<file path="src/rtl/if_stage_pkg.sv">
// rtl/if_stage_pkg.sv - shared fetch-stage constants, opcode encodings and helpers
package if_stage_pkg;

    typedef enum logic [6:0] {
        OPC_LUI    = 7'b0110111,
        OPC_AUIPC  = 7'b0010111,
        OPC_JAL    = 7'b1101111,
        OPC_JALR   = 7'b1100111,
        OPC_BRANCH = 7'b1100011,
        OPC_LOAD   = 7'b0000011,
        OPC_STORE  = 7'b0100011,
        OPC_OPIMM  = 7'b0010011,
        OPC_OP     = 7'b0110011
    } opcode_e;

    localparam logic [31:0] NOP              = 32'h0000_0000;
    localparam logic [31:0] DEFAULT_RESET_PC = 32'h0000_0000;
    localparam int          DEFAULT_IMEM_AW  = 8;

    typedef enum logic [1:0] {
        PC_ADVANCE,
        PC_HOLD,
        PC_REDIRECT
    } pc_sel_e;

    function automatic logic [31:0] word_align(input logic [31:0] a);
        return a & ~32'h0000_0003;
    endfunction

endpackage

</file>
<file path="src/rtl/if_stage_if_id_reg.sv">
// rtl/if_stage_if_id_reg.sv - IF/ID pipeline register with flush-over-stall priority
import if_stage_pkg::*;

module if_id_reg (
    input  logic        clk,
    input  logic        rst,
    input  logic        stall,
    input  logic        flush,
    input  logic [31:0] next_instr,
    input  logic [31:0] next_pc4,
    output logic [31:0] instr,
    output logic [31:0] pc4,
    output logic        valid
);

    always_ff @(posedge clk or posedge rst) begin
        if (rst) begin
            instr <= NOP;
            pc4   <= 32'h0;
            valid <= 1'b0;
        end else if (flush) begin
            instr <= NOP;
            pc4   <= 32'h0;
            valid <= 1'b0;
        end else if (!stall) begin
            instr <= next_instr;
            pc4   <= next_pc4;
            valid <= 1'b1;
        end
    end

endmodule

</file>
<file path="src/rtl/if_stage.sv">
// rtl/if_stage.sv - instruction fetch stage; optional perf counters under IF_PERF_CNT_EN
import if_stage_pkg::*;

module if_stage #(
    parameter logic [31:0] RESET_PC = DEFAULT_RESET_PC,
    parameter int          IMEM_AW  = DEFAULT_IMEM_AW
) (
    input  logic               clk,
    input  logic               rst,
    input  logic               stall,
    input  logic               flush,
    input  logic [31:0]        redirect_pc,
    output logic [IMEM_AW-1:0] imem_addr,
    input  logic [31:0]        imem_data,
`ifdef IF_PERF_CNT_EN
    output logic [31:0]        fetch_cnt,
    output logic [31:0]        bubble_cnt,
`endif
    output logic [31:0]        pc,
    output logic [31:0]        if_id_instr,
    output logic [31:0]        if_id_pc4,
    output logic               if_id_valid
);

    pc_sel_e     pc_sel;
    logic [31:0] pc_plus4;
    logic [31:0] pc_next;

    assign pc_plus4  = pc + 32'd4;
    assign imem_addr = pc[IMEM_AW+1:2];

    always_comb begin
        pc_sel = PC_ADVANCE;
        if (flush)
            pc_sel = PC_REDIRECT;
        else if (stall)
            pc_sel = PC_HOLD;
    end

    always_comb begin
        pc_next = pc_plus4;
        case (pc_sel)
            PC_REDIRECT: pc_next = word_align(redirect_pc);
            PC_HOLD:     pc_next = pc;
            default:     pc_next = pc_plus4;
        endcase
    end

    always_ff @(posedge clk or posedge rst) begin
        if (rst)
            pc <= word_align(RESET_PC);
        else
            pc <= pc_next;
    end

    if_id_reg u_if_id_reg (
        .clk        (clk),
        .rst        (rst),
        .stall      (stall),
        .flush      (flush),
        .next_instr (imem_data),
        .next_pc4   (pc_plus4),
        .instr      (if_id_instr),
        .pc4        (if_id_pc4),
        .valid      (if_id_valid)
    );

`ifdef IF_PERF_CNT_EN
    // A flush edge counts as a bubble even if stall is also high.
    always_ff @(posedge clk or posedge rst) begin
        if (rst) begin
            fetch_cnt  <= 32'h0;
            bubble_cnt <= 32'h0;
        end else if (pc_sel == PC_REDIRECT) begin
            bubble_cnt <= bubble_cnt + 32'd1;
        end else if (pc_sel == PC_ADVANCE) begin
            fetch_cnt  <= fetch_cnt + 32'd1;
        end
    end
`endif

endmodule

</file>
<file path="config.mk">
export PLATFORM = sky130hd
export DESIGN_NAME = if_stage
export DESIGN_NICKNAME = d
export VERILOG_FILES = /design/src/rtl/if_stage_pkg.sv /design/src/rtl/if_stage_if_id_reg.sv /design/src/rtl/if_stage.sv
export SDC_FILE = /design/constraint.sdc
export NUM_CORES = 1
export LEC_CHECK = 0
export ABC_AREA = 1
export CAP_MARGIN = 25
export CORE_MARGIN = 5
export CORE_UTILIZATION = 49
export CTS_CLUSTER_SIZE = 25
export DETAILED_ROUTE_END_ITERATION = 16
export HOLD_SLACK_MARGIN = 0.15
export MAX_ROUTING_LAYER = met4
export PLACE_DENSITY = 0.86
export SYNTH_ARGS = -nofsm -noshare
export SYNTH_HDL_FRONTEND = slang
export SYNTH_HIERARCHICAL = 1
export SYNTH_SLANG_ARGS = --single-unit
</file>
<file path="constraint.sdc">
create_clock -name clk -period 6.44 [get_ports clk]
set_input_delay 1.288 -clock clk [delete_from_list [all_inputs] [get_ports clk]]
set_output_delay 1.288 -clock clk [all_outputs]
set_load 0.02 [all_outputs]
</file>
==> impl_results.md <==
- Final net count: 870
- Worst reg2reg path depth: 10
- Slowest CP cell: nand2_1
- Register area share after synthesis: 47.54%
- Compound-Gate Fraction of Synth Area: 3.578%
- Reg2reg setup slack: 4.70 ns
- Setup total negative slack: 0 ns
- Number of global-route vias before repair: 4,759
- Layout area overhead: 38.53%
- Longest Clk Path Bufs: 2
- Critical Path AT: 3.31 ns
- PD cells: 221.8 mW/mm^2
- Largest family of logic cells by synthesized area: simple AND/OR/NAND/NOR gates
- Maxcap violations: 0
- Worst path max stage delay: 0.47 ns
- RePlAce Congestion: 0.9090
- Post-Route WL: 14.59 mm
- Starting density of the core: 50.70%
- Detailed-route via count: 4,809
- Pre-Repair DR Iteration Count: 5
- Initial antenna violation count: 0
- Fraction of layout cells with a size suffix above 1: 7.568%
- Simple-Gate Fraction of Synth Area: 36.08%
- Core area: 0.009864 sq mm
- Crit path kind: in -> reg
- Htree depth: 3
- Hold path startpoint: u_if_id_reg/instr[8]
- Adder-cell area share of the yosys netlist: 0.2502%
- Row cnt: 36
- Final hold viol count: 0
- Design Area, Final: 0.006928 sq mm
- CTS tree: yes
- Vias/cell: 5.121
- GRT overflow: 0
- RSZ-0062 raised after global routing: no
- Pleak: 3.433 nW
- Post-synthesis mux area share: 0%
- Crit share post-route: 47.39%
- Die H: 111.0 um
- Crit path capture type: flop
- Data required, critical path: 6.70 ns
- Status: finished, final reports clean
- Final Max Tran Viols: 0
- Placed Area: 0.006681 sq mm
- Buf/Inv on CP: 5
- Largest net degree at the start of global routing: 69
- Synth warn: 6
- FF+latch count, synth: 95
- CTS Hold Bufs: 0
- Hold Path Class: reg -> reg
- Cell Area, Synth: 0.005001 sq mm
- Worst-Skew Late Latency: 0.36 ns
- Fmax: 0.3277 GHz
- Worst Max-Slew Pin Slew: 1.012 ns
- Synth Area per Inst: 7.694 sq um
- Final Skew: 0.01282 ns
- Wire per inst: 15.53 um
- Gr usage total: 24.77%
- Largest fanout on the critical path: 35
- Endpoint, Worst Hold: u_if_id_reg/instr[8]
- Post_cts resized: 0
- Slew Limit Headroom: 32.44%
- Setup bufs post-CTS: 0
- Final Setup Violations: 0
- RR Startpoint: pc[3]
- Synth unique cells: 25
- CTS Buf Count: 9
- Crit path time final: 3.052 ns
- Post-Synthesis Cells: 650
- RR Endpoint: u_if_id_reg/pc4[20]
- Die area: 0.01233 sq mm
- Filler cell count: 771
- I/O Buffers: 168
- Utilization after layout: 70.23%
- Worst-path cell chain: clkdlybuf4s50_1 > buf_4 > inv_1 > nand2_1 > inv_2 > a22o_1 > inv_1 > nand2_1
- # IOs: 173
- 1st-iter DRT viols: 625
- Antenna Nets Post-Route: 0
- Inserted Diodes: 0
- Clk slew on worst S/H paths: 0.09 ns
- CTS Root Cell: clkbuf_8
- First-pass GRT wire length: 24.38 mm
- Clk sink count: 95
- # DRC: 0
- Worst path top cell family by delay: buffers and inverters
- Xor/xnor share of the synthesized area: 3.678%
- CP startpoint kind: primary input
- Hold path depth: 2
- Hpwl dp: 10.66 mm
- Max VDD drop: 0.0001043 V
- Die width: 111.0 um
## power breakdown
group	total, W	leakage [nW]	internal, W	switching (W)
sequential	0.000691	1.23	0.000641	0.0000502
combinational	0.000370	2.08	0.000165	0.000205
clock	0.000476	0.116	0.000269	0.000207
## Yosys cell counts
master | instances | area share, %
nand2_1 | 280 | 21
dfrtp_1 | 95 | 48
nand3_1 | 82 | 8.2
inv_1 | 56 | 4.2
nor2_1 | 23 | 1.7
buf_2 | 16 | 1.6
buf_4 | 16 | 2.4
o21ai_0 | 13 | 1.3
nor2_4 | 9 | 2.0
a22o_1 | 8 | 1.4
nand2_2 | 8 | 1.0
nor2_2 | 8 | 1.0
xor2_1 | 7 | 1.2
xor2_2 | 7 | 2.3
clkbuf_1 | 5 | 0.38
o211ai_1 | 4 | 0.60
inv_2 | 3 | 0.23
and2_1 | 2 | 0.25
nand2_4 | 2 | 0.45
a21oi_1 | 1 | 0.10
conb_1 | 1 | 0.075
ha_1 | 1 | 0.25
nor2_8 | 1 | 0.40
o221ai_1 | 1 | 0.18
xnor2_1 | 1 | 0.18
## sequential cells by signal, indices dropped and copies added (netlist names)
signal             count
pc                    30
u_if_id_reg/instr     32
u_if_id_reg/pc4       32
u_if_id_reg/valid      1
## area by class of cell
cell class	count	area (sq um)	area share (%)
repair buffers	174	1722	24.85
clock inverters	5	105.1	1.517
flip-flops and latches	95	2377	34.31
clock buffers	11	141.4	2.041
multi-input cells	462	2195	31.68
inverters	59	221.5	3.197
well taps	133	166.4	2.402
## placed cells by master, fill, tap and decap left out, drive strengths merged
master,count
xor2,14
conb,4
nand3,82
nand2,290
ha,1
xnor2,1
o21ai,13
bufinv,3
clkbuf,11
inv,59
and2,2
o211ai,4
clkdlybuf4s50,167
o221ai,1
a21oi,1
buf,7
a22o,8
clkinvlp,2
nor2,41
dfrtp,95
## per-layer routing
layer  global-route usage (%)  vias up  wire length (um)
li1                         -     2300                 -
met1                    31.04     2251              6238
met2                    40.61      229              7047
met3                    4.694       29               970
met4                    8.435        0               329
met5                        -        -                 0
## worst reg2reg max path, cell delays in order (launching register included)
cell and delay [ns]:
dfrtp_1 0.45, ha_1 0.27, nand2_2 0.09, nor2_4 0.15
nand2_4 0.12, nor2_4 0.20, nand2_1 0.07, nand2_1 0.06
nand2_1 0.10, nand2_1 0.09, nand2_1 0.05
## kinds of logic (layout without fill, tap and decap cells)
kind of cell               Yosys count  in the layout
and+or+nand+nor                    415            415
buffers and inverters               96            249
DFF                                 95             95
AOI/OAI and AO/OA                   27             27
xor gates and xnor gates            15             15
adders and majority gates            1              1
other                                1              4
## stage by stage
stage | total power, W | setup WS (ns) | instances | hold WS (ns)
after floorplan | 0.0008899 | 3.526 | 653 | 0.5954
after global placement | 0.001061 | 3.052 | 923 | 0.4876
after detailed placement | 0.001071 | 3.029 | 923 | 0.4939
after CTS | 0.001543 | 3.416 | 939 | 0.5177
after global routing | 0.001606 | 3.195 | 939 | 0.5389
final | 0.001537 | 3.388 | 939 | 0.5117
## worst max-delay path by stage
stage	cells past startpoint	end	startpoint
6_report	8	pc[12]	flush
5_1_grt	8	pc[12]	flush
4_1_cts	8	pc[12]	flush
3_5_place_dp	8	pc[12]	flush
3_3_place_gp	8	pc[17]	flush
2_1_floorplan	1	u_if_id_reg/instr[0]	rst
Power figures use the tool's default switching activity.
